$ cat config.mk
export PLATFORM = sky130hd
export DESIGN_NAME = bram_loader_flat
export DESIGN_NICKNAME = d
export VERILOG_FILES = /design/src/rtl/bram_loader_if.sv /design/src/rtl/bram_loader.sv /design/src/flat_wrapper.sv
export SDC_FILE = /design/constraint.sdc
export NUM_CORES = 1
export LEC_CHECK = 0
export CAP_MARGIN = 10
export CORE_ASPECT_RATIO = 1.75
export CORE_MARGIN = 3
export CORE_UTILIZATION = 35
export DETAILED_ROUTE_END_ITERATION = 8
export GPL_TIMING_DRIVEN = 0
export HOLD_SLACK_MARGIN = 0.06
export PLACE_DENSITY_LB_ADDON = 0.1
export SYNTH_ARGS = -nofsm -noshare
export SYNTH_HDL_FRONTEND = slang
export SYNTH_SLANG_ARGS = --single-unit
$ cat constraint.sdc
create_clock -name clk -period 2.34 [get_ports clk]
set_input_delay 0.234 -clock clk [delete_from_list [all_inputs] [get_ports clk]]
set_output_delay 0.234 -clock clk [all_outputs]
set_load 0.005 [all_outputs]
$ cat src/rtl/bram_loader_if.sv
// Stream-in and BRAM-port signal bundle for the boot-image loader.
// The master side is the loader; the slave side is the stream source plus the BRAM.
interface bram_loader_if #(
    parameter int AW = 16
) ();
    logic [7:0]    s_data;
    logic          s_valid;
    logic          s_ready;
    logic          bram_en;
    logic          bram_we;
    logic [AW-1:0] bram_addr;
    logic [7:0]    bram_din;
    logic [7:0]    bram_dout;

    modport master (
        input  s_data, s_valid, bram_dout,
        output s_ready, bram_en, bram_we, bram_addr, bram_din
    );

    modport slave (
        output s_data, s_valid, bram_dout,
        input  s_ready, bram_en, bram_we, bram_addr, bram_din
    );
endinterface

$ cat src/rtl/bram_loader.sv
// Boot BRAM loader: streams LEN bytes into the BRAM, reads them back to verify an
// 8-bit checksum, captures the machine-signature byte and gates the CPU reset.
module bram_loader #(
    parameter int AW  = 16,
    parameter int LEN = 65536
) (
    input  logic         clk,
    input  logic         reset_n,
    input  logic         start,
    bram_loader_if.master bus,
    output logic         busy,
    output logic         done,
    output logic         error,
    output logic         is_tandy,
    output logic         cpu_hold
);
    typedef enum logic [2:0] {IDLE, LOAD, VERIFY, CHECK, DONE} state_t;

    localparam logic [AW-1:0] LAST_ADDR = AW'(LEN - 1);

    state_t        state_reg, state_next;
    logic [AW-1:0] cnt_reg, cnt_next;
    logic [7:0]    wsum_reg, wsum_next;
    logic [7:0]    rsum_reg, rsum_next;
    logic          rd_pend_reg, rd_pend_next;
    logic          rd0_reg, rd0_next;
    logic          error_reg, error_next;
    logic          tandy_reg, tandy_next;
    logic [7:0]    rsum_plus;

    always_ff @(posedge clk or negedge reset_n) begin
        if (!reset_n) begin
            state_reg   <= IDLE;
            cnt_reg     <= '0;
            wsum_reg    <= '0;
            rsum_reg    <= '0;
            rd_pend_reg <= 1'b0;
            rd0_reg     <= 1'b0;
            error_reg   <= 1'b0;
            tandy_reg   <= 1'b0;
        end else begin
            state_reg   <= state_next;
            cnt_reg     <= cnt_next;
            wsum_reg    <= wsum_next;
            rsum_reg    <= rsum_next;
            rd_pend_reg <= rd_pend_next;
            rd0_reg     <= rd0_next;
            error_reg   <= error_next;
            tandy_reg   <= tandy_next;
        end
    end

    assign rsum_plus = rsum_reg + bus.bram_dout;

    always_comb begin
        state_next    = state_reg;
        cnt_next      = cnt_reg;
        wsum_next     = wsum_reg;
        rsum_next     = rsum_reg;
        rd_pend_next  = 1'b0;
        rd0_next      = 1'b0;
        error_next    = error_reg;
        tandy_next    = tandy_reg;
        bus.s_ready   = 1'b0;
        bus.bram_en   = 1'b0;
        bus.bram_we   = 1'b0;
        bus.bram_addr = '0;
        bus.bram_din  = '0;

        // Data for the address-0 read lands one cycle later, in VERIFY or (LEN=1) CHECK.
        if (rd0_reg) begin
            tandy_next = (bus.bram_dout == 8'h38);
        end

        case (state_reg)
            IDLE, DONE: begin
                if (start) begin
                    state_next = LOAD;
                    cnt_next   = '0;
                    wsum_next  = '0;
                    rsum_next  = '0;
                    error_next = 1'b0;
                    tandy_next = 1'b0;
                end
            end
            LOAD: begin
                bus.s_ready   = 1'b1;
                bus.bram_en   = bus.s_valid;
                bus.bram_we   = bus.s_valid;
                bus.bram_addr = cnt_reg;
                bus.bram_din  = bus.s_data;
                if (bus.s_valid) begin
                    wsum_next = wsum_reg + bus.s_data;
                    if (cnt_reg == LAST_ADDR) begin
                        state_next = VERIFY;
                        cnt_next   = '0;
                    end else begin
                        cnt_next = cnt_reg + 1'b1;
                    end
                end
            end
            VERIFY: begin
                bus.bram_en   = 1'b1;
                bus.bram_addr = cnt_reg;
                rd_pend_next  = 1'b1;
                rd0_next      = (cnt_reg == '0);
                cnt_next      = cnt_reg + 1'b1;
                if (rd_pend_reg) begin
                    rsum_next = rsum_plus;
                end
                if (cnt_reg == LAST_ADDR) begin
                    state_next = CHECK;
                end
            end
            CHECK: begin
                // The last read's data is folded in here; it never reaches rsum_reg first.
                rsum_next  = rsum_plus;
                error_next = (rsum_plus != wsum_reg);
                state_next = DONE;
            end
            default: state_next = IDLE;
        endcase
    end

    assign busy     = (state_reg == LOAD) || (state_reg == VERIFY) || (state_reg == CHECK);
    assign done     = (state_reg == DONE);
    assign error    = error_reg;
    assign is_tandy = tandy_reg;
    assign cpu_hold = !((state_reg == DONE) && !error_reg);
endmodule
$ cat src/flat_wrapper.sv
// flat-port wrapper written by rule: the top's interface ports become plain ports
module bram_loader_flat 
#(
    parameter int AW  = 16,
    parameter int LEN = 65536
)
  (clk, reset_n, start, busy, done, error, is_tandy, cpu_hold, bus_s_data, bus_s_valid, bus_bram_dout, bus_s_ready, bus_bram_en, bus_bram_we, bus_bram_addr, bus_bram_din);
  bram_loader_if #(.AW(AW)) bus_i ();
  input  logic clk;
  input  logic reset_n;
  input  logic start;
  output logic busy;
  output logic done;
  output logic error;
  output logic is_tandy;
  output logic cpu_hold;
  input wire logic [$bits(bus_i.s_data)-1:0] bus_s_data;
  input wire logic [$bits(bus_i.s_valid)-1:0] bus_s_valid;
  input wire logic [$bits(bus_i.bram_dout)-1:0] bus_bram_dout;
  output wire logic [$bits(bus_i.s_ready)-1:0] bus_s_ready;
  output wire logic [$bits(bus_i.bram_en)-1:0] bus_bram_en;
  output wire logic [$bits(bus_i.bram_we)-1:0] bus_bram_we;
  output wire logic [$bits(bus_i.bram_addr)-1:0] bus_bram_addr;
  output wire logic [$bits(bus_i.bram_din)-1:0] bus_bram_din;
  assign bus_i.s_data = bus_s_data;
  assign bus_i.s_valid = bus_s_valid;
  assign bus_i.bram_dout = bus_bram_dout;
  assign bus_s_ready = bus_i.s_ready;
  assign bus_bram_en = bus_i.bram_en;
  assign bus_bram_we = bus_i.bram_we;
  assign bus_bram_addr = bus_i.bram_addr;
  assign bus_bram_din = bus_i.bram_din;
  bram_loader #(.AW(AW), .LEN(LEN)) u_core (.clk(clk), .reset_n(reset_n), .start(start), .bus(bus_i), .busy(busy), .done(done), .error(error), .is_tandy(is_tandy), .cpu_hold(cpu_hold));
endmodule
==> flow_summary.json, run 1 <==
{
  "start_util_pct": 36.5,
  "drive_above_1_share_pct": 10.9,
  "rows": 42,
  "globalRouteTotalUtil_pct": 18.2,
  "cell_types_with_the_largest_area_share_after_synthesis": "sky130_fd_sc_hd__dfrtp_1 (35%), sky130_fd_sc_hd__ha_1 (7.1%), sky130_fd_sc_hd__and2_1 (4.4%), sky130_fd_sc_hd__xnor2_1 (4.3%), sky130_fd_sc_hd__a22o_1 (4.0%)",
  "first_iter_violations": 74,
  "hold_path_class": "in -> async",
  "antenna-diode-count": 0,
  "cts_sinks": 39,
  "largest_reg_flops": 16,
  "critPathRequiredTime_ps": 2500,
  "vdd_ir_drop_max_uv": 469,
  "synth_mux_area_share_pct": 0.710,
  "clock_period_minus_worst_slack_ps": 2330,
  "top_level_ports": 52,
  "timing.critical_path.to_type": "flip-flop",
  "total_vias_in_the_final_route": 2481,
  "max-slew-margin-rel_pct": 53.6,
  "num-fill-cells": 756,
  "path_cells": "ha_4, fa_2, xor2_1, or4_1, a21oi_1, o2111ai_1, nor4_1, a21oi_1",
  "detail_route.drc_violations": 0,
  "crit_start_category": "flip-flop",
  "grt_setup_unrepaired": "true",
  "dieArea_sq_um": 9220,
  "synth.largest_area_cell": "sky130_fd_sc_hd__dfrtp_1",
  "finalHoldViolations": 0,
  "detail_route.vias_per_cell": 5.35,
  "criticalPathCategory": "reg -> reg",
  "critical_path.slowest_cell": "sky130_fd_sc_hd__fa_2",
  "flow.area_growth_from_synthesis_pct": 30.7,
  "synth_nets": 350,
  "synthAdderAreaFrac_pct": 8.51,
  "utilization_pct": 47.7,
  "routabilityCongestion": 0.833,
  "maxCapViolCount": 0,
  "tritoncts": "built",
  "synthesis.yosys.warnings": 0,
  "first_global_vias": 2653,
  "synth_simple_gate_area_share_pct": 26.5,
  "synth_compound_area_share_pct": 18.1,
  "comb_power_share_pct": 57.2,
  "critical-path-top-cell-by-count": "sky130_fd_sc_hd__a21oi_1",
  "floorplan.die.width_um": 73.9,
  "p_per_area_nw_per_um2": 1090,
  "netlist_instances": 312,
  "worst_clock_skew_ps": 4.26,
  "layout_worst_path_cycle_share_pct": 99.7,
  "insertion_delay_ps": 280,
  "antenna_found_initial": 0,
  "worst_pin_slew_ps": 693,
  "cp.arrival_ps": 2490,
  "grt_first_pass_wirelength_um": 13200,
  "wl_per_cell_um": 16.6,
  "final-instance-count-excl-fill": 464,
  "place_hpwl_um": 5920,
  "synth.yosys.seq_area_share_pct": 34.6,
  "power.net_switching_w": 0.00167,
  "syn_area_sq_um": 2820,
  "synth-seq-cells": 39,
  "layout_common_cells": "sky130_fd_sc_hd__clkdlybuf4s50_1 (48), sky130_fd_sc_hd__dfrtp_1 (38), sky130_fd_sc_hd__nor2_1 (25), sky130_fd_sc_hd__a21oi_1 (22), sky130_fd_sc_hd__nand2_1 (21)",
  "numCtsBuffers": 5,
  "clkPwrFrac_pct": 16.6,
  "port-buffer-count": 51,
  "xor_xnor_portion_of_the_synthesized_cell_area_pct": 8.38,
  "route.final.wire_length_um": 7720,
  "chipHeight_um": 125,
  "placeableCoreArea_sq_um": 7720,
  "largest_family_of_logic_cells_by_synthesized_area": "simple AND/OR/NAND/NOR gates",
  "synth.distinct_cells": 56,
  "run_status": "complete, no violations",
  "placed_cell_area_sq_um": 3460,
  "register_share_of_total_power_pct": 26.3,
  "syn_area_per_cell_sq_um": 9.04,
  "clk_transition_reported_paths_ps": 60,
  "grt_start_max_net_pins": 30,
  "maxClockFrequency_mhz": 429,
  "critPathMaxStageDelay_ps": 550,
  "slew_viol_final": 0,
  "cts_root_buffer": "sky130_fd_sc_hd__clkbuf_16",
  "finish.net_count": 413,
  "setup_viol": 0,
  "power.share.switching_pct": 41.8,
  "max_h_tree_level": 2,
  "stdcell_area_sq_um": 3690,
  "dp.cells": 452,
  "cts_max_path_buffers": 2,
  "synthDominantCellAreaShare_pct": 34.6,
  "cellInternalPower_w": 0.00233,
  "final_common_cell": "sky130_fd_sc_hd__clkdlybuf4s50_1",
  "worst-path-max-fanout": 2,
  "grt_remaining_overflow": 0,
  "p_leak_nw": 1.61,
  "drt_pre_antenna_iters": 4,
  "remaining_number_of_nets_flagged_by_the_antenna_check_after_routing": 0
}
synth_stat cells (all sizes together):
master,instances
o41ai,2
nor4b,2
and3,2
xor2,13
o21ai,16
a31oi,1
o21a,2
dfrtp,39
nor4,5
o31ai,2
buf,4
xnor2,14
or2,4
a311o,1
ha,16
a22o,14
nand2b,6
and2,22
or4b,1
nand4b,2
nand4,3
or2b,1
a21o,7
nor2,29
nor3b,2
o21bai,2
o2bb2ai,1
a211oi,1
fa,2
o2111ai,2
or4,3
nor3,12
a22oi,1
nand2,23
mux2i,2
nor2b,4
inv,11
clkbuf,4
nand3,9
a21oi,22
nand3b,3
final timing paths:
path / from / endpoint / slack [ps] / depth (start not counted)
max: u_core.rsum_reg[0]$_DFFE_PN0P_ / u_core.error$_DFFE_PN0P_ / 7 / 8
min: reset_n / u_core.rsum_reg[3]$_DFFE_PN0P_ / 370 / 2
max reg2reg: u_core.rsum_reg[0]$_DFFE_PN0P_ / u_core.error$_DFFE_PN0P_ / 7 / 8
min reg2reg: u_core.rsum_reg[5]$_DFFE_PN0P_ / u_core.rsum_reg[5]$_DFFE_PN0P_ / 510 / 1
max in group asynchronous: reset_n / u_core.state_reg[0]$_DFFE_PN0P_ / 1500 / 3
min in group clk: u_core.rsum_reg[5]$_DFFE_PN0P_ / u_core.rsum_reg[5]$_DFFE_PN0P_ / 510 / 1
worst max-delay path, delay by kind of cell, from the launching register on:
| kind | cells | cell delay [ps] |
|---|---|---|
| AO/OA/AOI/OAI | 3 | 350 |
| XOR/XNOR | 1 | 60 |
| adder cells (fa/ha/maj) | 2 | 730 |
| flip-flops | 1 | 410 |
| AND/OR/NAND/NOR | 2 | 660 |
cells by family (layout without fill, tap and decap cells):
| family | after synthesis | after routing |
|---|---|---|
| adders and majority gates | 18 | 18 |
| DFF | 39 | 39 |
| and+or+nand+nor | 133 | 133 |
| buffers and inverters | 19 | 83 |
| xor gates and xnor gates | 27 | 27 |
| muxes | 2 | 2 |
| AOI/OAI and AO/OA | 74 | 74 |
per-layer routing:
metal,global-route usage [%],up-vias,routed length [um]
li1,-,1240,-
met1,20.8,1176,3020
met2,32.7,54,4230
met3,3.15,11,315
met4,6.40,0,153
met5,0,-,0
through the flow:
stage	setup TNS, ps	power (W)	setup WS, ps	hold slack, ps
6_report	0	0.00400	7.47	370
2_1_floorplan	0	0.00250	37.0	-61.6
4_1_cts	-90.6	0.00400	-90.6	381
5_1_grt	-122	0.00438	-103	393
3_5_place_dp	-673	0.00323	-512	145
3_3_place_gp	-4910	0.00321	-490	491
power by group through the flow:
stage               Sequential (W)  Combinational, W  Clock (W)
floorplan                 0.000991           0.00151          0
global placement           0.00105           0.00216          0
detailed placement         0.00105           0.00218          0
CTS                        0.00105           0.00226   0.000691
global route               0.00108           0.00258   0.000718
finish                     0.00105           0.00229   0.000663
final cells by class:
cell class | instances | area [sq um] | share of cell area [%]
multi-input cells | 254 | 1810 | 48.9
flip-flops and latches | 39 | 977 | 26.5
repair buffers | 56 | 559 | 15.2
clock inverters | 1 | 5.00 | 0.136
well taps | 88 | 110 | 2.99
clock buffers | 7 | 133 | 3.60
inverters | 11 | 41.3 | 1.12
plain buffers | 8 | 57.6 | 1.56
what timing repair did:
action | 4_1_cts | 5_1_grt
hold endpoints to repair | 10 | 0
resized for setup | 8 | 7
setup buffers | 2 | 1
pin swaps | 8 | 4
setup endpoints to repair | 13 | 20
hold buffers | 1 | 0
No activity file was read; power rests on OpenSTA's default activity.
==> inputs of run 2 (changes only) <==
SLEW_MARGIN = 20   (was default)
==> results of run 2 <==
Same layout as run 1: the final DEF is identical, and so are final timing and power.
